--- src/rtl/cfg_chain_loader_if.sv ---
// Host-side configuration word bus: one word per valid/ready handshake.
interface cfg_chain_loader_if #(
  parameter int WORD_W = 32
);
  logic [WORD_W-1:0] cfg_word;
  logic              cfg_valid;
  logic              cfg_ready;

  modport master (
    output cfg_word,
    output cfg_valid,
    input  cfg_ready
  );

  modport slave (
    input  cfg_word,
    input  cfg_valid,
    output cfg_ready
  );
endinterface

--- src/rtl/cfg_chain_loader.sv ---
// Serializes host config words LSB-first onto a slice shift chain,
// then fires a one-cycle set pulse so every slice latches its bits.
module cfg_chain_loader #(
  parameter int WORD_W    = 32,
  parameter int CHAIN_LEN = 200
) (
  input  logic clk,
  input  logic rst,
  input  logic start,
  input  logic abort,
  cfg_chain_loader_if.slave cfg,
  output logic cen,
  output logic shift_out,
  output logic set_out,
  output logic busy,
  output logic done
);

  localparam int CW = $clog2(CHAIN_LEN + 1);
  localparam int NW = $clog2(WORD_W + 1);

  typedef enum logic [2:0] {
    IDLE,
    WAIT_WORD,
    SHIFT,
    SET,
    DONE
  } state_t;

  state_t            state;
  logic [WORD_W-1:0] shreg;
  logic [CW-1:0]     sent;
  logic [NW-1:0]     wcnt;
  logic              ready_q;
  logic [CW-1:0]     remain;
  logic [NW-1:0]     nbits;
  logic              take;
  logic              last;
  logic              fin;

  // abort wins over the handshake in the same cycle
  assign cfg.cfg_ready = ready_q & ~abort;
  assign take   = cfg.cfg_valid & cfg.cfg_ready;
  assign remain = CW'(CHAIN_LEN) - sent;
  assign last   = (wcnt == NW'(1));
  assign fin    = ((sent + CW'(1)) == CW'(CHAIN_LEN));

  // the final word only carries what is left of the chain
  always_comb begin
    nbits = NW'(WORD_W);
    if (int'(remain) < WORD_W)
      nbits = NW'(remain);
  end

  always_ff @(posedge clk or negedge rst) begin
    if (!rst) begin
      state     <= IDLE;
      shreg     <= '0;
      sent      <= '0;
      wcnt      <= '0;
      ready_q   <= 1'b0;
      cen       <= 1'b0;
      shift_out <= 1'b0;
      set_out   <= 1'b0;
      busy      <= 1'b0;
      done      <= 1'b0;
    end else begin
      set_out <= 1'b0;
      done    <= 1'b0;
      if (abort && state != IDLE) begin
        state     <= IDLE;
        shreg     <= '0;
        wcnt      <= '0;
        ready_q   <= 1'b0;
        cen       <= 1'b0;
        shift_out <= 1'b0;
        busy      <= 1'b0;
      end else begin
        unique case (state)
          IDLE: begin
            if (start) begin
              state   <= WAIT_WORD;
              sent    <= '0;
              ready_q <= 1'b1;
              busy    <= 1'b1;
            end
          end
          WAIT_WORD: begin
            if (take) begin
              state     <= SHIFT;
              ready_q   <= 1'b0;
              cen       <= 1'b1;
              shift_out <= cfg.cfg_word[0];
              shreg     <= cfg.cfg_word >> 1;
              wcnt      <= nbits;
            end
          end
          SHIFT: begin
            sent <= sent + CW'(1);
            wcnt <= wcnt - NW'(1);
            if (last) begin
              cen       <= 1'b0;
              shift_out <= 1'b0;
              if (fin) begin
                state   <= SET;
                set_out <= 1'b1;
              end else begin
                state   <= WAIT_WORD;
                ready_q <= 1'b1;
              end
            end else begin
              shift_out <= shreg[0];
              shreg     <= shreg >> 1;
            end
          end
          SET: begin
            state <= DONE;
            done  <= 1'b1;
          end
          DONE: begin
            state <= IDLE;
            busy  <= 1'b0;
          end
          default: state <= IDLE;
        endcase
      end
    end
  end

endmodule

--- src/flat_wrapper.sv ---
// flat-port wrapper written by rule: the top's interface ports become plain ports
module cfg_chain_loader_flat 
#(
  parameter int WORD_W    = 32,
  parameter int CHAIN_LEN = 200
)
  (clk, rst, start, abort, cen, shift_out, set_out, busy, done, cfg_cfg_word, cfg_cfg_valid, cfg_cfg_ready);
  cfg_chain_loader_if #(.WORD_W(WORD_W)) cfg_i ();
  input  logic clk;
  input  logic rst;
  input  logic start;
  input  logic abort;
  output logic cen;
  output logic shift_out;
  output logic set_out;
  output logic busy;
  output logic done;
  input wire logic [$bits(cfg_i.cfg_word)-1:0] cfg_cfg_word;
  input wire logic [$bits(cfg_i.cfg_valid)-1:0] cfg_cfg_valid;
  output wire logic [$bits(cfg_i.cfg_ready)-1:0] cfg_cfg_ready;
  assign cfg_i.cfg_word = cfg_cfg_word;
  assign cfg_i.cfg_valid = cfg_cfg_valid;
  assign cfg_cfg_ready = cfg_i.cfg_ready;
  cfg_chain_loader #(.WORD_W(WORD_W), .CHAIN_LEN(CHAIN_LEN)) u_core (.clk(clk), .rst(rst), .start(start), .abort(abort), .cfg(cfg_i), .cen(cen), .shift_out(shift_out), .set_out(set_out), .busy(busy), .done(done));
endmodule
--- config.mk ---
export PLATFORM = sky130hd
export DESIGN_NAME = cfg_chain_loader_flat
export DESIGN_NICKNAME = d
export VERILOG_FILES = /design/src/rtl/cfg_chain_loader_if.sv /design/src/rtl/cfg_chain_loader.sv /design/src/flat_wrapper.sv
export SDC_FILE = /design/constraint.sdc
export NUM_CORES = 1
export LEC_CHECK = 0
export CAP_MARGIN = 20
export CORE_MARGIN = 1
export CORE_UTILIZATION = 60
export CTS_BUF_LIST = sky130_fd_sc_hd__clkbuf_8
export CTS_CLUSTER_DIAMETER = 120
export DETAILED_ROUTE_END_ITERATION = 8
export PLACE_DENSITY = 0.95
export SLEW_MARGIN = 15
export SYNTH_ARGS = -nofsm -noshare
export SYNTH_HDL_FRONTEND = slang
export SYNTH_SLANG_ARGS = --single-unit
export TNS_END_PERCENT = 10
--- constraint.sdc ---
create_clock -name clk -period 5.6 [get_ports clk]
set_input_delay 1.12 -clock clk [delete_from_list [all_inputs] [get_ports clk]]
set_output_delay 1.12 -clock clk [all_outputs]
set_load 0.01 [all_outputs]
# After elaboration in Yosys (flattened, before gate mapping)
# Index checks and enable logic that the tools add are counted.
dict set report totals {
  register_bits 55
  inputBits 37
  out_inout_bits 6
}
dict set report classes {
  eq_ne 12
  bitwise_logic 4
  reduce_logical 14
  add_sub_neg 3
  magnitude_cmp 1
  muxes 38
}
# operator count
set ops {}
lappend ops {{$mux 32} 3}
lappend ops {{$pmux 32 s2} 1}
lappend ops {{$mux 1} 18}
lappend ops {{$mux 6} 3}
lappend ops {{$pmux 8 s2} 1}
lappend ops {{$mux 3} 4}
lappend ops {{$pmux 3 s4} 1}
lappend ops {{$pmux 6 s2} 1}
lappend ops {{$reduce_and 3->1} 4}
lappend ops {{$reduce_bool 3->1} 3}
lappend ops {{$add 8x1->8 const B} 1}
lappend ops {{$eq 8x8->1 const B} 1}
lappend ops {{$lt 8x6->1 const B} 1}
lappend ops {{$mux 8} 1}
lappend ops {{$sub 8x8->8 const A} 1}
lappend ops {{$eq 3x2->1 const B} 2}
lappend ops {{$eq 6x1->1 const B} 1}
lappend ops {{$ne 3x1->1 const B} 2}
lappend ops {{$ne 3x3->1 const B} 2}
lappend ops {{$pmux 1 s2} 3}
lappend ops {{$sub 6x1->6 const B} 1}
lappend ops {{$reduce_and 5->1} 1}
lappend ops {{$reduce_and 2->1} 2}
lappend ops {{$reduce_bool 4->1} 1}
lappend ops {{11 further kinds} 13}

# Logic depth before layout (Yosys ltp)
dict set report logic_depth {
  depth_word 6
  depth_mapped 8
}

# Least setup slack after synthesis
# No wires, ideal clock.
dict set report synth_timing {
  path_type {input to output}
  from {in abort}
  to {out cfg_cfg_ready}
  stages 2
  t_arrival_ns 1.465
  path_buffers 1
  t_required_ns 4.480
  path_slack_ns 3.015
  cell_sequence {buf_2 -> nor2b_1}
}
dict set report synth_between {
  elab_chain_cells 2
}
# item line_no
set synth_rtl {}
lappend synth_rtl {{start: declaration} flat_wrapper.sv:12} ;# input logic abort;
lappend synth_rtl {{$not 1->1} cfg_chain_loader.sv:42} ;# assign cfg.cfg_ready = ready_q & ~abort;
lappend synth_rtl {{$and 1x1->1} cfg_chain_loader.sv:42}
lappend synth_rtl {{end: declaration} flat_wrapper.sv:20} ;# output wire logic [$bits(cfg_i.cfg_ready)-1:0] cfg_cfg_ready;
# Every way passes these cells.

# Worst setup path after layout
# Ends and elaborated chain as after synthesis.

==> results.sh <==
export IMPL_status="complete, but fails checks"
export IMPL_violations="DRC"
export IMPL_netlist_area_sq_um=2890
export IMPL_io_pin_count=43
export IMPL_die_x_microns=71.3
export IMPL_muxShareOfSynthArea=0.00390
export IMPL_synthTopCellsByArea="dfrtp_1, a22oi_1, a21oi_1, nor2_1, buf_2"
export IMPL_worstSkewPairLatency_ns=0.32
export IMPL_synth_main_ff_cell="dfrtp_1"
export IMPL_synth_seq_cells=54
export IMPL_cts_path_max_buffers=2
export IMPL_crit_top_cell="clkdlybuf4s50_1"
export IMPL_synth_fp_nets=355
export IMPL_stdcell_count=395
export IMPL_place_inst=387
export IMPL_hp_class="reg -> reg"
export IMPL_power_share_switching=0.394
export IMPL_clk_pin_slew_ns=0.09
export IMPL_synth_compound_area_frac=0.262
export IMPL_r2r_start="u_core.state[1]"
export IMPL_synthAdderAreaFrac=0.0173
export IMPL_fin_util=0.757
export IMPL_cts_setup_buffers=0
export IMPL_slew_viol_final=0
export IMPL_wl_per_cell_microns=15.5
export IMPL_initial_utilization=0.645
export IMPL_drv_cap=0
export IMPL_critPathSlowestCell="clkdlybuf4s50_1"
export IMPL_yosysTopAreaCell="dfrtp_1"
export IMPL_track_usage=0.263
export IMPL_yosys_warnings=0
export IMPL_synth_xor_area_frac=0.0273
export IMPL_cts_repair_resized=0
export IMPL_crit_family="buffers and inverters"
export IMPL_slowest_delay_ns=0.60
export IMPL_crit_path_cell_trace="clkdlybuf4s50_1, nor2b_1, clkdlybuf4s50_1"
export IMPL_area_delta_synth_final_pct=17.4
export IMPL_cts_root_buf="clkbuf_8"
export IMPL_clock_sinks=54
export IMPL_finalSetupViolations=0
export IMPL_ys_async_sr_fraction=1.00
export IMPL_drc=1
export IMPL_cts_tree="yes"
export IMPL_path_depth=3
export IMPL_layout_setup_ws_ns=2.05
export IMPL_seq_area_sq_um=1350
export IMPL_dieArea_sq_um=5090
export IMPL_rsz0062_at_grt="no"
export IMPL_rows=24
export IMPL_timing_rr_end="u_core.shreg[29]"
export IMPL_synth_edf_count=0
export IMPL_p_comb_frac=0.412
export IMPL_fmax_ghz=0.281
export IMPL_seqPwrFrac=0.421
export IMPL_fillers=304
export IMPL_n_antenna_cell=0
export IMPL_grt_pass1_vias=2330
export IMPL_port_buffers=42
export IMPL_synth_simple_gate_area_frac=0.166
export IMPL_switching_power_w=0.000627
export IMPL_p_clk_frac=0.167
export IMPL_vias=2428
export IMPL_cts_htree_levels=2
export IMPL_dp_hpwl_microns=4180
export IMPL_fin_worst_skew_ns=0.00802
export IMPL_ant_nets=0
export IMPL_slew_headroom=0.448
export IMPL_netlist_instances=314
export IMPL_core_sq_um=4470
export IMPL_p_int_w=0.000963
export IMPL_drt_iter0_drc=165
export IMPL_via_per_inst=6.15
export IMPL_min_period_over_period=0.635
export IMPL_rrSetupSlack_ns=3.22
export IMPL_cts_buffers=5
export IMPL_first_pass_iters=7
export IMPL_crit_arrival_ns=2.43
export IMPL_nNetsFinal=383
export IMPL_worst_ep_required_time_ns=4.48
export IMPL_crit_type="in -> out"
export IMPL_cp_max_fo=11
export IMPL_antenna_found_initial=0
export IMPL_critPathLaunch="abort"
export IMPL_p_leak_nw=1.40
export IMPL_synth_top_family_by_area="compound AO/OA/AOI/OAI gates"
export IMPL_powerDensity_nw_per_um2=470
export IMPL_die_y_microns=71.3
export IMPL_grt_pass1_wl_microns=10400
export IMPL_hold_viol_final=0
export IMPL_grt_max_degree=55
export IMPL_syn_avg_cell_area_sq_um=9.19
export IMPL_peakVddDrop_v=0.000236
export IMPL_worst_pin_slew_ns=0.825
export IMPL_endpoint="cfg_cfg_ready"
export IMPL_end_kind="output port"
export IMPL_fin_crit_ns=3.55
export IMPL_tns_ns=0
export IMPL_wirelength_microns=6130
export IMPL_drive_gt1_frac=0.0583
export IMPL_startpoint_type="input port"
export IMPL_synth_top_area_frac=0.468
export IMPL_synth_cell_types=44
export IMPL_cts_hold_buffers=0
export IMPL_crit_buf_inv=2
export IMPL_multi_input_area_sq_um=1380
export IMPL_dp_slack_ns=2.06
export IMPL_seq_area_frac_synth=0.468
export IMPL_place_gp_congestion=0.877
export IMPL_rr_worst_depth=6
export IMPL_grt_overflow=0
==> metrics by stage <==
stage	hold slack (ns)	power (W)	cell area [sq um]
3_3_place_gp	0.469	0.00128	3270
3_5_place_dp	0.513	0.00132	3270
2_1_floorplan	0.489	0.00115	2890
4_1_cts	0.533	0.00159	3390
5_1_grt	0.551	0.00172	3390
6_report	0.533	0.00159	3390
==> how the worst min path moves through the flow <==
stage                     startpoint                to  slack (ns)  depth (start not counted)
floorplan             u_core.wcnt[1]    u_core.wcnt[1]        0.49                          2
global placement    u_core.shift_out  u_core.shift_out        0.47                          2
detailed placement        u_core.cen        u_core.cen        0.51                          2
CTS                 u_core.shreg[30]  u_core.shreg[30]        0.53                          2
global route        u_core.shreg[30]  u_core.shreg[30]        0.55                          2
finish              u_core.shreg[30]  u_core.shreg[30]        0.53                          2
==> tightest hold or removal path: stages, from the launching register on <==
cell	delay, ns
dfrtp_1	0.39
inv_1	0.05
o21ai_1	0.06
==> cells by family (layout without fill, tap and decap cells) <==
group / after synthesis / after routing
simple gates: 97 / 97
mux: 1 / 1
flops: 54 / 54
buf+inv: 35 / 64
xor+xnor: 9 / 9
fa+ha+maj: 4 / 4
compound gates: 114 / 114
==> final cells by class <==
class / count / share of cell area
Tap cell: 52 / 0.0192
Clock inverter: 3 / 0.0129
Timing Repair Buffer: 46 / 0.132
Multi-Input combinational cell: 225 / 0.406
Inverter: 10 / 0.0111
Clock buffer: 5 / 0.0203
Sequential cell: 54 / 0.399
==> sequential cells by signal, summed over array words and instances, names as in the netlist <==
register,flops
u_core.shreg,31
u_core.sent,8
u_core.wcnt,6
u_core.state,3
u_core.busy,1
u_core.cen,1
u_core.done,1
u_core.ready_q,1
u_core.set_out,1
u_core.shift_out,1
==> cells in the mapped netlist, drive strengths merged, types with 7 or more instances <==
cell type / n
dfrtp: 54
nor2: 44
a21oi: 39
a22oi: 34
o21ai: 19
buf: 17
inv: 10
nand2: 10
clkbuf: 8
nand3: 8
nor3: 8
o31ai: 8
xnor2: 7
==> cells in the final DEF (no fill, tap or decap), types with 4 or more instances in the layout <==
cell type / instances
a21oi_1: 38
a22oi_1: 34
a31oi_1: 4
buf_4: 4
clkbuf_8: 5
clkdlybuf4s50_1: 41
dfrtp_1: 54
ha_1: 4
inv_1: 10
nand2_1: 10
nand3_1: 8
nor2_1: 44
nor2b_1: 4
nor3_1: 7
o21ai_0: 13
o21ai_1: 5
o31ai_1: 7
xnor2_1: 7
==> power groups by stage <==
stage               clock, W  sequential, W  combinational [W]
finish              0.000266       0.000669           0.000655
detailed placement         0       0.000672           0.000650
global route        0.000286       0.000688           0.000744
floorplan                  0       0.000636           0.000515
CTS                 0.000271       0.000667           0.000654
global placement           0       0.000664           0.000617
==> layer usage <==
metal / track usage / vias up / routed length, microns
li1: - / 1190 / -
met1: 0.341 / 1156 / 2640
met2: 0.442 / 75 / 3120
met3: 0.0605 / 7 / 293
met4: 0.0778 / 0 / 72
met5: 0 / - / 0
(Power assumes the default switching activity.)
